$ cat config.mk
export PLATFORM = sky130hd
export DESIGN_NAME = bus_slave_regfile
export DESIGN_NICKNAME = d
export VERILOG_FILES = /design/src/rtl/bus_slave_pkg.sv /design/src/rtl/bus_slave_wait_ctr.sv /design/src/rtl/bus_slave_regfile.sv
export SDC_FILE = /design/constraint.sdc
export NUM_CORES = 1
export LEC_CHECK = 0
export BUFFER_PORTS_ARGS = -buffer_cell sky130_fd_sc_hd__clkbuf_2
export CORE_AREA = 2 2 145 147
export CTS_CLUSTER_DIAMETER = 60
export DETAILED_ROUTE_END_ITERATION = 8
export DIE_AREA = 0 0 147 149
export GPL_TIMING_DRIVEN = 0
export HOLD_SLACK_MARGIN = 0.03
export PLACE_DENSITY_LB_ADDON = 0.3
export SETUP_SLACK_MARGIN = 0.4
export SYNTH_ARGS = -nofsm -noshare
export SYNTH_HDL_FRONTEND = slang
export SYNTH_SLANG_ARGS = --single-unit
$ cat constraint.sdc
create_clock -name clk -period 2.8 [get_ports clk]
set_input_delay 0.14 -clock clk [delete_from_list [all_inputs] [get_ports clk]]
set_output_delay 0.14 -clock clk [all_outputs]
set_load 0.02 [all_outputs]
$ cat src/rtl/bus_slave_pkg.sv
// Shared types and helpers for the bus_slave_regfile slice.
package bus_slave_pkg;

  // Transaction FSM states.
  typedef enum logic [1:0] {
    IDLE = 2'b00,
    WAIT = 2'b01,
    RESP = 2'b10,
    HOLD = 2'b11
  } state_t;

  // Response decided at request accept, issued in RESP.
  typedef enum logic [1:0] {
    RSP_NONE = 2'b00,
    RSP_ACK  = 2'b01,
    RSP_ERR  = 2'b10
  } resp_t;

  // ID register layout: slave_address in the top DEV_WIDTH bits,
  // register count in the low byte, zero in between.
  localparam int unsigned ID_COUNT_LSB  = 0;
  localparam int unsigned ID_COUNT_BITS = 8;

  // Wait-state counter width (WAIT_STATES is 0..15).
  localparam int unsigned WAIT_CTR_WIDTH = 4;

  // Byte-strobe merge: take the new byte when its strobe is set.
  function automatic logic [7:0] merge_byte(input logic [7:0] old_byte,
                                            input logic [7:0] new_byte,
                                            input logic       strobe);
    return strobe ? new_byte : old_byte;
  endfunction

endpackage

$ cat src/rtl/bus_slave_wait_ctr.sv
// Loadable down-counter; done is high while the count is zero.
module bus_slave_wait_ctr
  import bus_slave_pkg::*;
#(
  parameter int unsigned WIDTH = WAIT_CTR_WIDTH
) (
  input  logic             clk,
  input  logic             reset,
  input  logic             load,
  input  logic [WIDTH-1:0] load_value,
  output logic             done
);

  logic [WIDTH-1:0] count;

  // Load on request, otherwise count down and stick at zero.
  always_ff @(posedge clk or negedge reset) begin
    if (!reset) begin
      count <= '0;
    end else if (load) begin
      count <= load_value;
    end else if (count != '0) begin
      count <= count - 1'b1;
    end
  end

  assign done = (count == '0);

endmodule

$ cat src/rtl/bus_slave_regfile.sv
// Addressed register-file slave on the request/acknowledge bus.
// Optional read-only ID register at index 0: define BUS_SLAVE_RO_ID_EN.
module bus_slave_regfile
  import bus_slave_pkg::*;
#(
  parameter int unsigned DATA_WIDTH  = 32,
  parameter int unsigned DEV_WIDTH   = 8,
  parameter int unsigned IDX_WIDTH   = 3,
  parameter int unsigned NUM_REGS    = 6,
  parameter int unsigned WAIT_STATES = 1
) (
  input  logic                          clk,
  input  logic                          reset,
  input  logic [DEV_WIDTH-1:0]          slave_address,
  input  logic                          req,
  input  logic                          we,
  input  logic [DEV_WIDTH+IDX_WIDTH-1:0] addr,
  input  logic [DATA_WIDTH/8-1:0]       be,
  input  logic [DATA_WIDTH-1:0]         wdata,
  output logic [DATA_WIDTH-1:0]         rdata,
  output logic                          ack,
  output logic                          err,
  output logic                          busy
);

  localparam int unsigned NUM_BYTES = DATA_WIDTH / 8;
`ifdef BUS_SLAVE_RO_ID_EN
  localparam int unsigned FIRST_REG = 1;
`else
  localparam int unsigned FIRST_REG = 0;
`endif
  localparam logic [WAIT_CTR_WIDTH-1:0] WAIT_LOAD =
    (WAIT_STATES > 0) ? WAIT_CTR_WIDTH'(WAIT_STATES - 1) : '0;

  state_t                  state, state_next;
  resp_t                   rsp_q;
  logic                    we_q;
  logic [IDX_WIDTH-1:0]    idx_q;
  logic [NUM_BYTES-1:0]    be_q;
  logic [DATA_WIDTH-1:0]   wdata_q;
  logic [DATA_WIDTH-1:0]   regs [FIRST_REG:NUM_REGS-1];
  logic [DATA_WIDTH-1:0]   rd_word;
  logic [IDX_WIDTH-1:0]    idx;
  logic                    hit, accept, req_err, wait_done;

  assign idx    = addr[IDX_WIDTH-1:0];
  assign hit    = req && (addr[DEV_WIDTH+IDX_WIDTH-1:IDX_WIDTH] == slave_address);
  assign accept = (state == IDLE) && hit;

  // Classify the incoming request as ack or err.
  always_comb begin
    req_err = (32'(idx) >= NUM_REGS);
`ifdef BUS_SLAVE_RO_ID_EN
    if (we && (idx == '0)) req_err = 1'b1;
`endif
  end

  bus_slave_wait_ctr #(
    .WIDTH(WAIT_CTR_WIDTH)
  ) u_wait_ctr (
    .clk       (clk),
    .reset     (reset),
    .load      (accept),
    .load_value(WAIT_LOAD),
    .done      (wait_done)
  );

  // State register.
  always_ff @(posedge clk or negedge reset) begin
    if (!reset) state <= IDLE;
    else        state <= state_next;
  end

  // Next-state logic; HOLD blocks a held req from re-triggering.
  always_comb begin
    state_next = state;
    unique case (state)
      IDLE: if (hit) state_next = (WAIT_STATES > 0) ? WAIT : RESP;
      WAIT: if (wait_done) state_next = RESP;
      RESP: state_next = HOLD;
      HOLD: if (!req) state_next = IDLE;
      default: state_next = IDLE;
    endcase
  end

  // Capture the request when it is accepted from IDLE.
  always_ff @(posedge clk or negedge reset) begin
    if (!reset) begin
      we_q    <= 1'b0;
      idx_q   <= '0;
      be_q    <= '0;
      wdata_q <= '0;
      rsp_q   <= RSP_NONE;
    end else if (accept) begin
      we_q    <= we;
      idx_q   <= idx;
      be_q    <= be;
      wdata_q <= wdata;
      rsp_q   <= req_err ? RSP_ERR : RSP_ACK;
    end
  end

  // Register storage; writes commit on the edge that ends RESP.
  always_ff @(posedge clk or negedge reset) begin
    if (!reset) begin
      for (int unsigned i = FIRST_REG; i < NUM_REGS; i++) regs[i] <= '0;
    end else if ((state == RESP) && (rsp_q == RSP_ACK) && we_q) begin
      for (int unsigned i = FIRST_REG; i < NUM_REGS; i++) begin
        if (32'(idx_q) == i) begin
          for (int unsigned b = 0; b < NUM_BYTES; b++) begin
            regs[i][8*b +: 8] <= merge_byte(regs[i][8*b +: 8], wdata_q[8*b +: 8], be_q[b]);
          end
        end
      end
    end
  end

`ifdef BUS_SLAVE_RO_ID_EN
  logic [DATA_WIDTH-1:0] id_word;

  // Read-only ID word built from the strap and register count.
  always_comb begin
    id_word = '0;
    id_word[DATA_WIDTH-1 -: DEV_WIDTH] = slave_address;
    id_word[ID_COUNT_LSB +: ID_COUNT_BITS] = ID_COUNT_BITS'(NUM_REGS);
  end
`endif

  // Read mux over the latched index.
  always_comb begin
    rd_word = '0;
`ifdef BUS_SLAVE_RO_ID_EN
    if (idx_q == '0) rd_word = id_word;
`endif
    for (int unsigned i = FIRST_REG; i < NUM_REGS; i++) begin
      if (32'(idx_q) == i) rd_word = regs[i];
    end
  end

  assign ack   = (state == RESP) && (rsp_q == RSP_ACK);
  assign err   = (state == RESP) && (rsp_q == RSP_ERR);
  assign rdata = (ack && !we_q) ? rd_word : '0;
  assign busy  = (state != IDLE);

endmodule

==> results.cfg, run 1 <==
[outcome]
status = complete, no violations

[synthesis]
synth_nets = 837
syn_area_mm2 = 0.0110
muxShareOfSynthArea = 0.337
syn_area_per_cell_um2 = 14.3
async_reset_ff_frac = 1.00
synthAdderAreaFrac = 0.00681
yosysSeqAreaShare = 0.545
synth_top_area_cell = dfrtp_1
synth-simple-area-share = 0.0488
synth-edff-count = 0
ys_ff_latch = 240
synth_warnings = 0
synth-compound-area-share = 0.0361
synthXorXnorAreaFrac = 0.00715
synth.distinct_cells = 39
synth_top_cell_area_share = 0.545
synthTopCellsByArea = dfrtp_1 54%, mux2_2 22%, mux4_2 4.7%, mux2_4 4.1%, mux2i_1 2.4%
synth_cells = 772
synth_top_family_by_area = multiplexers
synthFlopType = dfrtp_1

[global_route]
grt.total_usage = 0.234
grt_pass1_vias = 7390
grt_pass1_wl_mm = 40.1
overflow = 0
grt_start_max_net_pins = 110
antenna_found_initial = 0

[drt]
wl_met1_mm = 11.1
first_pass_iters = 4
highest_layer = met4
drtIter0Drc = 387
via_count = 6947
wl_per_cell_um = 20.2
vias_per_cell = 5.60
routed-wl-met2_mm = 12.5
drc = 0
wl_met3_um = 853
antenna_left = 0
totalWireLength_mm = 25.1

[power]
total_leakage_power_nw = 6.55
ir_drop_uv = 548
powerDensity_mw_per_mm2 = 559

[die]
num_rows = 53
die_area_mm2 = 0.0219
die_h_um = 149
chipWidth_um = 147
start_util = 0.536
io_pins = 94
core_mm2 = 0.0206

[timing]
fin_crit_ns = 2.34
finClkSkew_ns = 0.00854
drv_slew = 0
slew_headroom = 0.462
rsz0062_at_grt = yes
final_hold_viol_count = 0
holdWs_ns = 0.0956
worst_pin_slew_ns = 0.805
fmax_ghz = 0.428
finalCritPeriodShare = 0.834
finalSetupViolCount = 0
timing.setup.tns_ns = 0

[critical_path]
cpPeakStageDelay_ns = 0.39
reg2reg_to = regs[18]$_DFFE_PN0P_
critPathKind = reg -> out
start_kind = flip-flop
crit_family = buffers and inverters
path_max_fanout = 10
slowest_stage = dfrtp_1
ff2ff_path_depth = 7
cp.required_ns = 2.66
r2r_slack_ns = 0.48
worstPathArrival_ns = 2.20
worstPathCellList = inv_2, ha_4, nand2_1, or3_4, buf_8, clkbuf_16, nor2_2, buf_4
cp-end-kind = output pin
r2r_start = state[0]$_DFFE_PN0P_
crit_buf_inv = 4

[min_path]
worstHoldStart = req
whs_path_depth = 4
worstHoldPathType = in -> reg
min_to = state[1]$_DFFE_PN0P_

[placement]
port_buffers = 93
place_inst = 1142
place_area_mm2 = 0.0119
hpwlAfterDp_mm = 15.6
gp_congestion = 0.760

[layout]
fin_area_mm2 = 0.0136
stdcell_count = 1241
nets = 1014
diodes = 0
syn_to_final_growth_pct = 23.1
drive_gt1_frac = 0.496
nFillCells = 1491

[clocking]
cts_tree = built
cts_sinks = 240
clk_latency_ns = 0.53
clk_pin_slew_ns = 0.06
h-tree-depth = 1
cts-root-buf = clkbuf_16
clock_path_buffers = 3
cts_buffers = 27

[run]
cap_violations = 0
worst reg2reg max path: stages (launching register included):
cell     delay, ns
dfrtp_1       0.39
inv_2         0.09
ha_4          0.15
and4b_1       0.30
and2_1        0.15
buf_2         0.16
nand3_1       0.49
mux2_2        0.47
worst max-delay path by stage:
stage	from	slack, ns	to	depth (start not counted)
finish	state[0]$_DFFE_PN0P_	0.46	rdata[21]	8
global route	idx_q[2]$_DFFE_PN0P_	0.39	rdata[10]	7
CTS	idx_q[1]$_DFFE_PN0P_	0.40	rdata[12]	6
detailed placement	state[1]$_DFFE_PN0P_	0.29	wdata_q[23]$_DFFE_PN0P_	6
global placement	reset	-3.32	wdata_q[19]$_DFFE_PN0P_	1
floorplan	state[0]$_DFFE_PN0P_	0.69	be_q[3]$_DFFE_PN0P_	6
kinds of logic (layout without fill, tap and decap cells):
| kind of cell | Yosys count | count (layout) |
|---|---|---|
| mux | 300 | 300 |
| xor+xnor | 9 | 9 |
| compound gates | 59 | 59 |
| flops | 240 | 240 |
| simple gates | 114 | 114 |
| buf+inv | 44 | 238 |
| fa+ha+maj | 6 | 6 |
cells in the final DEF (no fill, tap or decap), types with 15 or more instances in the layout:
master         netlist  routed
mux2_4              30      30
nor2_1              64      48
a21oi_1             24      23
mux2i_1             26      25
a22oi_1             18      18
clkbuf_2             0      73
clkbuf_16            0      28
nand2_1             15      15
dfrtp_1            240     240
mux4_2              23      23
dlygate4sd3_1        0      41
mux2_2             216     216
buf_4                0      20
per-stage QoR:
| step | utilization | power [mW] | setup slack [ns] |
|---|---|---|---|
| after global placement | 0.576 | 4.29 | -3.32 |
| final | 0.660 | 7.59 | 0.464 |
| after detailed placement | 0.579 | 4.33 | 0.293 |
| after global routing | 0.660 | 7.91 | 0.387 |
| after CTS | 0.655 | 7.64 | 0.404 |
| after floorplan | - | 4.06 | 0.694 |
synth_stat cells, types with 2 or more instances:
library cell	n
and2_1	5
a21oi_1	24
or3_1	2
buf_1	5
o22a_1	9
a211oi_1	3
dfrtp_1	240
mux2i_1	26
mux4_2	23
inv_1	9
a22oi_1	18
nor3b_1	3
xnor2_1	9
nor2_1	64
mux2_4	30
ha_1	6
buf_2	13
mux2_2	216
mux2_1	5
nand2_2	8
clkbuf_1	13
nor3_1	3
buf_6	4
nand2_1	15
nand3_1	5
sequential cells by signal, summed over array words and instances (netlist names):
register	count
regs	192
wdata_q	32
be_q	4
u_wait_ctr.count	4
idx_q	3
rsp_q	2
state	2
we_q	1
power breakdown:
group	switching, mW	total [mW]	internal [mW]
Clock	1.36	3.20	1.84
Combinational	0.401	0.760	0.359
Sequential	0.0872	3.63	3.55
Total	1.84	7.59	5.75
layout make-up:
| cell class | count | area [µm²] | share of cell area |
|---|---|---|---|
| sequential | 240 | 6010 | 0.442 |
| tap | 275 | 344 | 0.0253 |
| clock buffer | 38 | 747 | 0.0550 |
| multi-input combinational | 488 | 4930 | 0.363 |
| clock inverter | 8 | 43.8 | 0.00323 |
| timing repair buffer | 148 | 1140 | 0.0840 |
| buffer | 35 | 330 | 0.0243 |
| inverter | 9 | 33.8 | 0.00249 |
routing by layer:
| layer | vias up | track usage |
|---|---|---|
| li1 | 3159 | - |
| met3 | 46 | 0.0312 |
| met5 | - | 0 |
| met1 | 3598 | 0.317 |
| met2 | 144 | 0.401 |
| met4 | 0 | 0.0707 |
timing repair:
item | in CTS | in global routing
gates cloned | 0 | 0
resized for setup | 84 | 44
hold endpoints to repair | 282 | 0
setup endpoints to repair | 94 | 31
hold buffers | 41 | 0
buffers inserted | 8 | 4
pin swaps | 2 | 4
Power figures use the tool's default switching activity.
==> run 2: changes to the inputs <==
==> constraint.sdc (replaced) <==
create_clock -name clk -period 2.4 [get_ports clk]
set_input_delay 0.12 -clock clk [delete_from_list [all_inputs] [get_ports clk]]
set_output_delay 0.12 -clock clk [all_outputs]
set_load 0.02 [all_outputs]
==> run 2 against run 1 <==
Against the previous run: highest routed layer unchanged; core utilization grew 5.1 points; critical path depth stayed put; critical path type unchanged; final cell count grew 1.0%; die area stayed put.
==> results.cfg, run 2 (same netlist as run 1, synthesis figures left out) <==
[drt]
via_count = 7137
drc = 0
first_pass_iters = 4
totalWireLength_mm = 27.5
antenna_left = 0
drtIter0Drc = 386
wl_per_cell_um = 21.9
vias_per_cell = 5.69

[placement]
place_area_mm2 = 0.0119
hpwlAfterDp_mm = 15.4
place_inst = 1142
pre_cts_ws_ns = -0.0563
gp_congestion = 0.777
port_buffers = 93

[power]
p_clk_frac = 0.424
p_comb_frac = 0.114
power.switching_mw = 2.23
swShare = 0.243
powerDensity_mw_per_mm2 = 628
ir_drop_uv = 569
total_leakage_power_nw = 7.03
p_int_mw = 6.95
total_power_mw = 9.18
seqPwrFrac = 0.462

[global_route]
top_usage_layer = met2
overflow = 0
grt_pass1_vias = 7537
grt_use_met1 = 0.329
grt_pass1_wl_mm = 41.8
grt.total_usage = 0.246
antenna_found_initial = 0
use_met3 = 0.0358
grt_util_met2 = 0.417
grt_start_max_net_pins = 110

[outcome]
status = complete, no violations

[timing]
timing.setup.tns_ns = 0
finClkSkew_ns = 0.0102
finalSetupViolCount = 0
fin_crit_ns = 2.36
fmax_ghz = 0.423
worst_pin_slew_ns = 0.674
drv_slew = 0
finalCritPeriodShare = 0.985
slew_headroom = 0.549
setup_slack_ns = 0.0357
rsz0062_at_grt = yes
final_hold_viol_count = 0
holdWs_ns = 0.0596

[critical_path]
path_max_fanout = 9
r2r_slack_ns = 0.35
reg2reg_to = regs[102]$_DFFE_PN0P_
r2r_start = state[1]$_DFFE_PN0P_
cp-end-kind = output pin
worstPathArrival_ns = 2.24
endpoint = rdata[6]
cp.required_ns = 2.28
cp-startpoint = idx_q[0]$_DFFE_PN0P_
critPathKind = reg -> out
start_kind = flip-flop
ff2ff_path_depth = 6

[die]
chipWidth_um = 147
num_rows = 53
io_pins = 94
core_mm2 = 0.0206
start_util = 0.536
die_h_um = 149
die_area_mm2 = 0.0219

[clocking]
clk_latency_ns = 0.53
cts-root-buf = clkbuf_16
cts_tree = built
clock_path_buffers = 3
cts_buffers = 26
clk_pin_slew_ns = 0.07
h-tree-depth = 1
cts_sinks = 240

[run]
cap_violations = 0

[layout]
multi_input_area_mm2 = 0.00535
nFillCells = 1334
nets = 1030
fin_area_mm2 = 0.0146
syn_to_final_growth_pct = 32.6
largest_reg_flops = 192
diodes = 0
fin_util = 0.711
regArea_mm2 = 0.00601
final_cell_mix = 240 x dfrtp_1, 214 x mux2_2, 64 x clkbuf_2
stdcell_count = 1254
regMostFlops = regs
drive_gt1_frac = 0.569
final_common_cell = dfrtp_1
reg_top3 = regs x192, wdata_q x32

[min_path]
worstHoldPathType = in -> reg
-- run 2: worst max-delay path: stages (launching register included) --
cell	delay [ns]
dfrtp_1	0.43
buf_12	0.18
buf_6	0.12
buf_4	0.12
mux2_4	0.30
a22oi_2	0.15
o22a_1	0.22
nor2_4	0.06
buf_8	0.12
-- run 2: repair_timing --
action / CTS / global route
hold buffers: 41 / 0
setup buffers: 16 / 5
cloned: 4 / 4
pin swaps: 21 / 12
setup endpoints to repair: 271 / 263
endpoints found under the hold margin: 189 / 0
resized for setup: 218 / 90
-- run 2: worst min path at each step --
stage | start | end | slack, ns | cells after the start
5_1_grt | req | state[1]$_DFFE_PN0P_ | 0.07 | 4
3_5_place_dp | reset | wdata_q[2]$_DFFE_PN0P_ | 0.06 | 1
4_1_cts | req | state[1]$_DFFE_PN0P_ | 0.03 | 4
3_3_place_gp | wdata[26] | wdata_q[26]$_DFFE_PN0P_ | 0.34 | 2
6_report | req | state[1]$_DFFE_PN0P_ | 0.06 | 4
2_1_floorplan | reset | be_q[0]$_DFFE_PN0P_ | -0.18 | 0
-- run 2: cell type report --
class / instances / area share
Clock inverter: 7 / 0.00608
Sequential cell: 240 / 0.411
Inverter: 9 / 0.00231
Clock buffer: 35 / 0.0496
Buffer: 35 / 0.0318
Multi-Input combinational cell: 488 / 0.366
Timing Repair Buffer: 165 / 0.110
Tap cell: 275 / 0.0235
-- run 2: routing by layer --
metal  wire length (µm)  part of all wire
met3               1270             0.046
met2              14200              0.52
met1              11400              0.41
met5                  0                 0
met4                670             0.024
-- run 2: power groups by stage --
stage | sequential (mW) | clock, mW | combinational, mW
floorplan | 4.28 | 0 | 0.472
global placement | 4.31 | 0 | 0.713
detailed placement | 4.31 | 0 | 0.746
CTS | 4.23 | 3.94 | 0.948
global route | 4.25 | 4.10 | 1.14
finish | 4.24 | 3.90 | 1.04
==> run 3: changes to the inputs <==
--- a/config.mk
+++ b/config.mk
@@ -6,10 +6,10 @@
 export NUM_CORES = 1
 export LEC_CHECK = 0
 export BUFFER_PORTS_ARGS = -buffer_cell sky130_fd_sc_hd__clkbuf_2
-export CORE_AREA = 2 2 145 147
+export CORE_AREA = 2 2 139 141
 export CTS_CLUSTER_DIAMETER = 60
 export DETAILED_ROUTE_END_ITERATION = 8
-export DIE_AREA = 0 0 147 149
+export DIE_AREA = 0 0 141 143
 export GPL_TIMING_DRIVEN = 0
 export HOLD_SLACK_MARGIN = 0.03
 export PLACE_DENSITY_LB_ADDON = 0.3
==> run 3 against run 2 <==
Against the previous run: the flow now finishes with violations (negative setup slack); non-clock buffer count rose by 20; total power rose by 6.3%; critical path depth fell by 1; combinational power rose by 22%; largest cell class unchanged.
==> results.cfg, run 3 (same netlist as run 1, synthesis figures left out) <==
[power]
total_leakage_power_nw = 7.17
total_power_mw = 9.76
ir_drop_uv = 666
power.switching_mw = 2.40
p_clk_frac = 0.435
swShare = 0.246
p_int_mw = 7.36
powerDensity_mw_per_mm2 = 647
seqPwrFrac = 0.435
p_comb_frac = 0.130

[clocking]
clock_path_buffers = 3
cts_buffers = 26
clk_pin_slew_ns = 0.07
cts_tree = built
h-tree-depth = 1
cts-root-buf = clkbuf_16
cts_sinks = 240
clk_latency_ns = 0.53

[critical_path]
crit_buf_inv = 3
worstPathCellList = buf_6, buf_16, mux2_2, a22oi_1, o22a_1, nor2_4, buf_8
crit_family = compound AO/OA/AOI/OAI gates
r2r_start = idx_q[2]$_DFFE_PN0P_
start_kind = flip-flop
cpPeakStageDelay_ns = 0.41
slowest_stage = dfrtp_2
r2r_slack_ns = 0.11
path_max_fanout = 5
cp.required_ns = 2.28
ff2ff_path_depth = 5
cp-end-kind = output pin
critPathKind = reg -> out
worstPathArrival_ns = 2.29
reg2reg_to = regs[48]$_DFFE_PN0P_

[drt]
totalWireLength_mm = 31.9
vias_per_cell = 6.23
wl_per_cell_um = 25.7
first_pass_iters = 6
antenna_left = 0
drtIter0Drc = 612
via_count = 7713
drc = 0

[timing]
finClkSkew_ns = 0.0183
finalCritPeriodShare = 1.00
fin_crit_ns = 2.41
slew_headroom = 0.476
fmax_ghz = 0.416
finalSetupViolCount = 1
setup_slack_ns = -0.00546
timing.setup.tns_ns = -0.00546
drv_slew = 0
final_hold_viol_count = 0
holdWs_ns = 0.0341
rsz0062_at_grt = yes
worst_pin_slew_ns = 0.783

[global_route]
grt_start_max_net_pins = 116
grt.total_usage = 0.268
grt_pass1_vias = 7650
antenna_found_initial = 0
grt_pass1_wl_mm = 41.8
overflow = 0

[layout]
drive_gt1_frac = 0.592
final_common_cell = dfrtp_1
syn_to_final_growth_pct = 37.0
regMostFlops = regs
final_cell_mix = 238 x dfrtp_1, 212 x mux2_2, 65 x clkbuf_2
diodes = 0
stdcell_count = 1239
largest_reg_flops = 192
nets = 1050
reg_top3 = regs x192, wdata_q x32

[die]
chipWidth_um = 141
core_mm2 = 0.0186
io_pins = 94
start_util = 0.593
die_h_um = 143
num_rows = 50
die_area_mm2 = 0.0202

[placement]
place_inst = 1101
pre_cts_ws_ns = -0.0292
hpwlAfterDp_mm = 15.1
port_buffers = 93
gp_congestion = 0.783

[run]
cap_violations = 0

[outcome]
violations = negative setup slack
status = finished with violations

[min_path]
worstHoldPathType = in -> async
==> run 3: cell types whose count changed in the layout (fill, tap and decap cells not counted), sizes merged <==
cell	before	now
bufinv	2	3
clkinvlp	0	2
clkinv	5	1
buf	66	95
bufbuf	0	1
clkbuf	128	125
==> run 3: routing by layer <==
metal | share of wire | vias up | routed length (µm) | track usage
li1 | - | 3250 | - | -
met1 | 0.40 | 4031 | 12600 | 0.349
met2 | 0.51 | 337 | 16300 | 0.456
met3 | 0.054 | 95 | 1720 | 0.0493
met4 | 0.040 | 0 | 1270 | 0.0916
met5 | 0 | - | 0 | 0
==> run 3: stage by stage <==
stage	utilization	instance area, µm²
floorplan	-	11000
global placement	0.634	11800
CTS	0.752	14000
detailed placement	0.638	11800
finish	0.813	15100
global route	0.813	15100
==> run 3: layout make-up <==
type	count	area, µm²
repair buffers	185	1820
inverters	9	36.3
flip-flops and latches	240	6010
fillers	867	3480
clock buffers	42	802
clock inverters	6	110
well taps	234	293
multi-input cells	488	5520
plain buffers	35	518
==> run 3: power groups by stage <==
stage / clock [mW] / combinational, mW / sequential [mW]
after floorplan: 0 / 0.472 / 4.28
after global placement: 0 / 0.704 / 4.31
after detailed placement: 0 / 0.736 / 4.31
after CTS: 4.23 / 0.942 / 4.24
after global routing: 4.46 / 1.34 / 4.26
final: 4.25 / 1.27 / 4.25
==> run 3: worst max path at each step <==
stage	from	endpoint	slack [ns]	cells past startpoint
floorplan	state[1]$_DFFE_PN0P_	be_q[3]$_DFFE_PN0P_	0.42	6
global placement	reset	wdata_q[20]$_DFFE_PN0P_	-3.67	1
finish	idx_q[0]$_DFFE_PN0P_	rdata[15]	-0.005	7
global route	idx_q[2]$_DFFE_PN0P_	rdata[11]	-0.04	7
detailed placement	idx_q[0]$_DFFE_PN0P_	rdata[27]	-0.03	7
CTS	idx_q[2]$_DFFE_PN0P_	rdata[2]	0.04	6
==> run 3: worst reg2reg max path: stages (launching register included) <==
cell	delay [ns]
dfrtp_1	0.36
buf_6	0.18
nand2b_1	0.21
nor2_1	0.66
nand2_2	0.37
mux2_2	0.38
==> run 3: what timing repair did <==
item	CTS	global route
hold buffers	41	0
setup endpoints to repair	271	263
hold endpoints to repair	282	0
buffers inserted	18	20
pin swaps	11	38
gates resized for setup	146	231
cloned	5	6
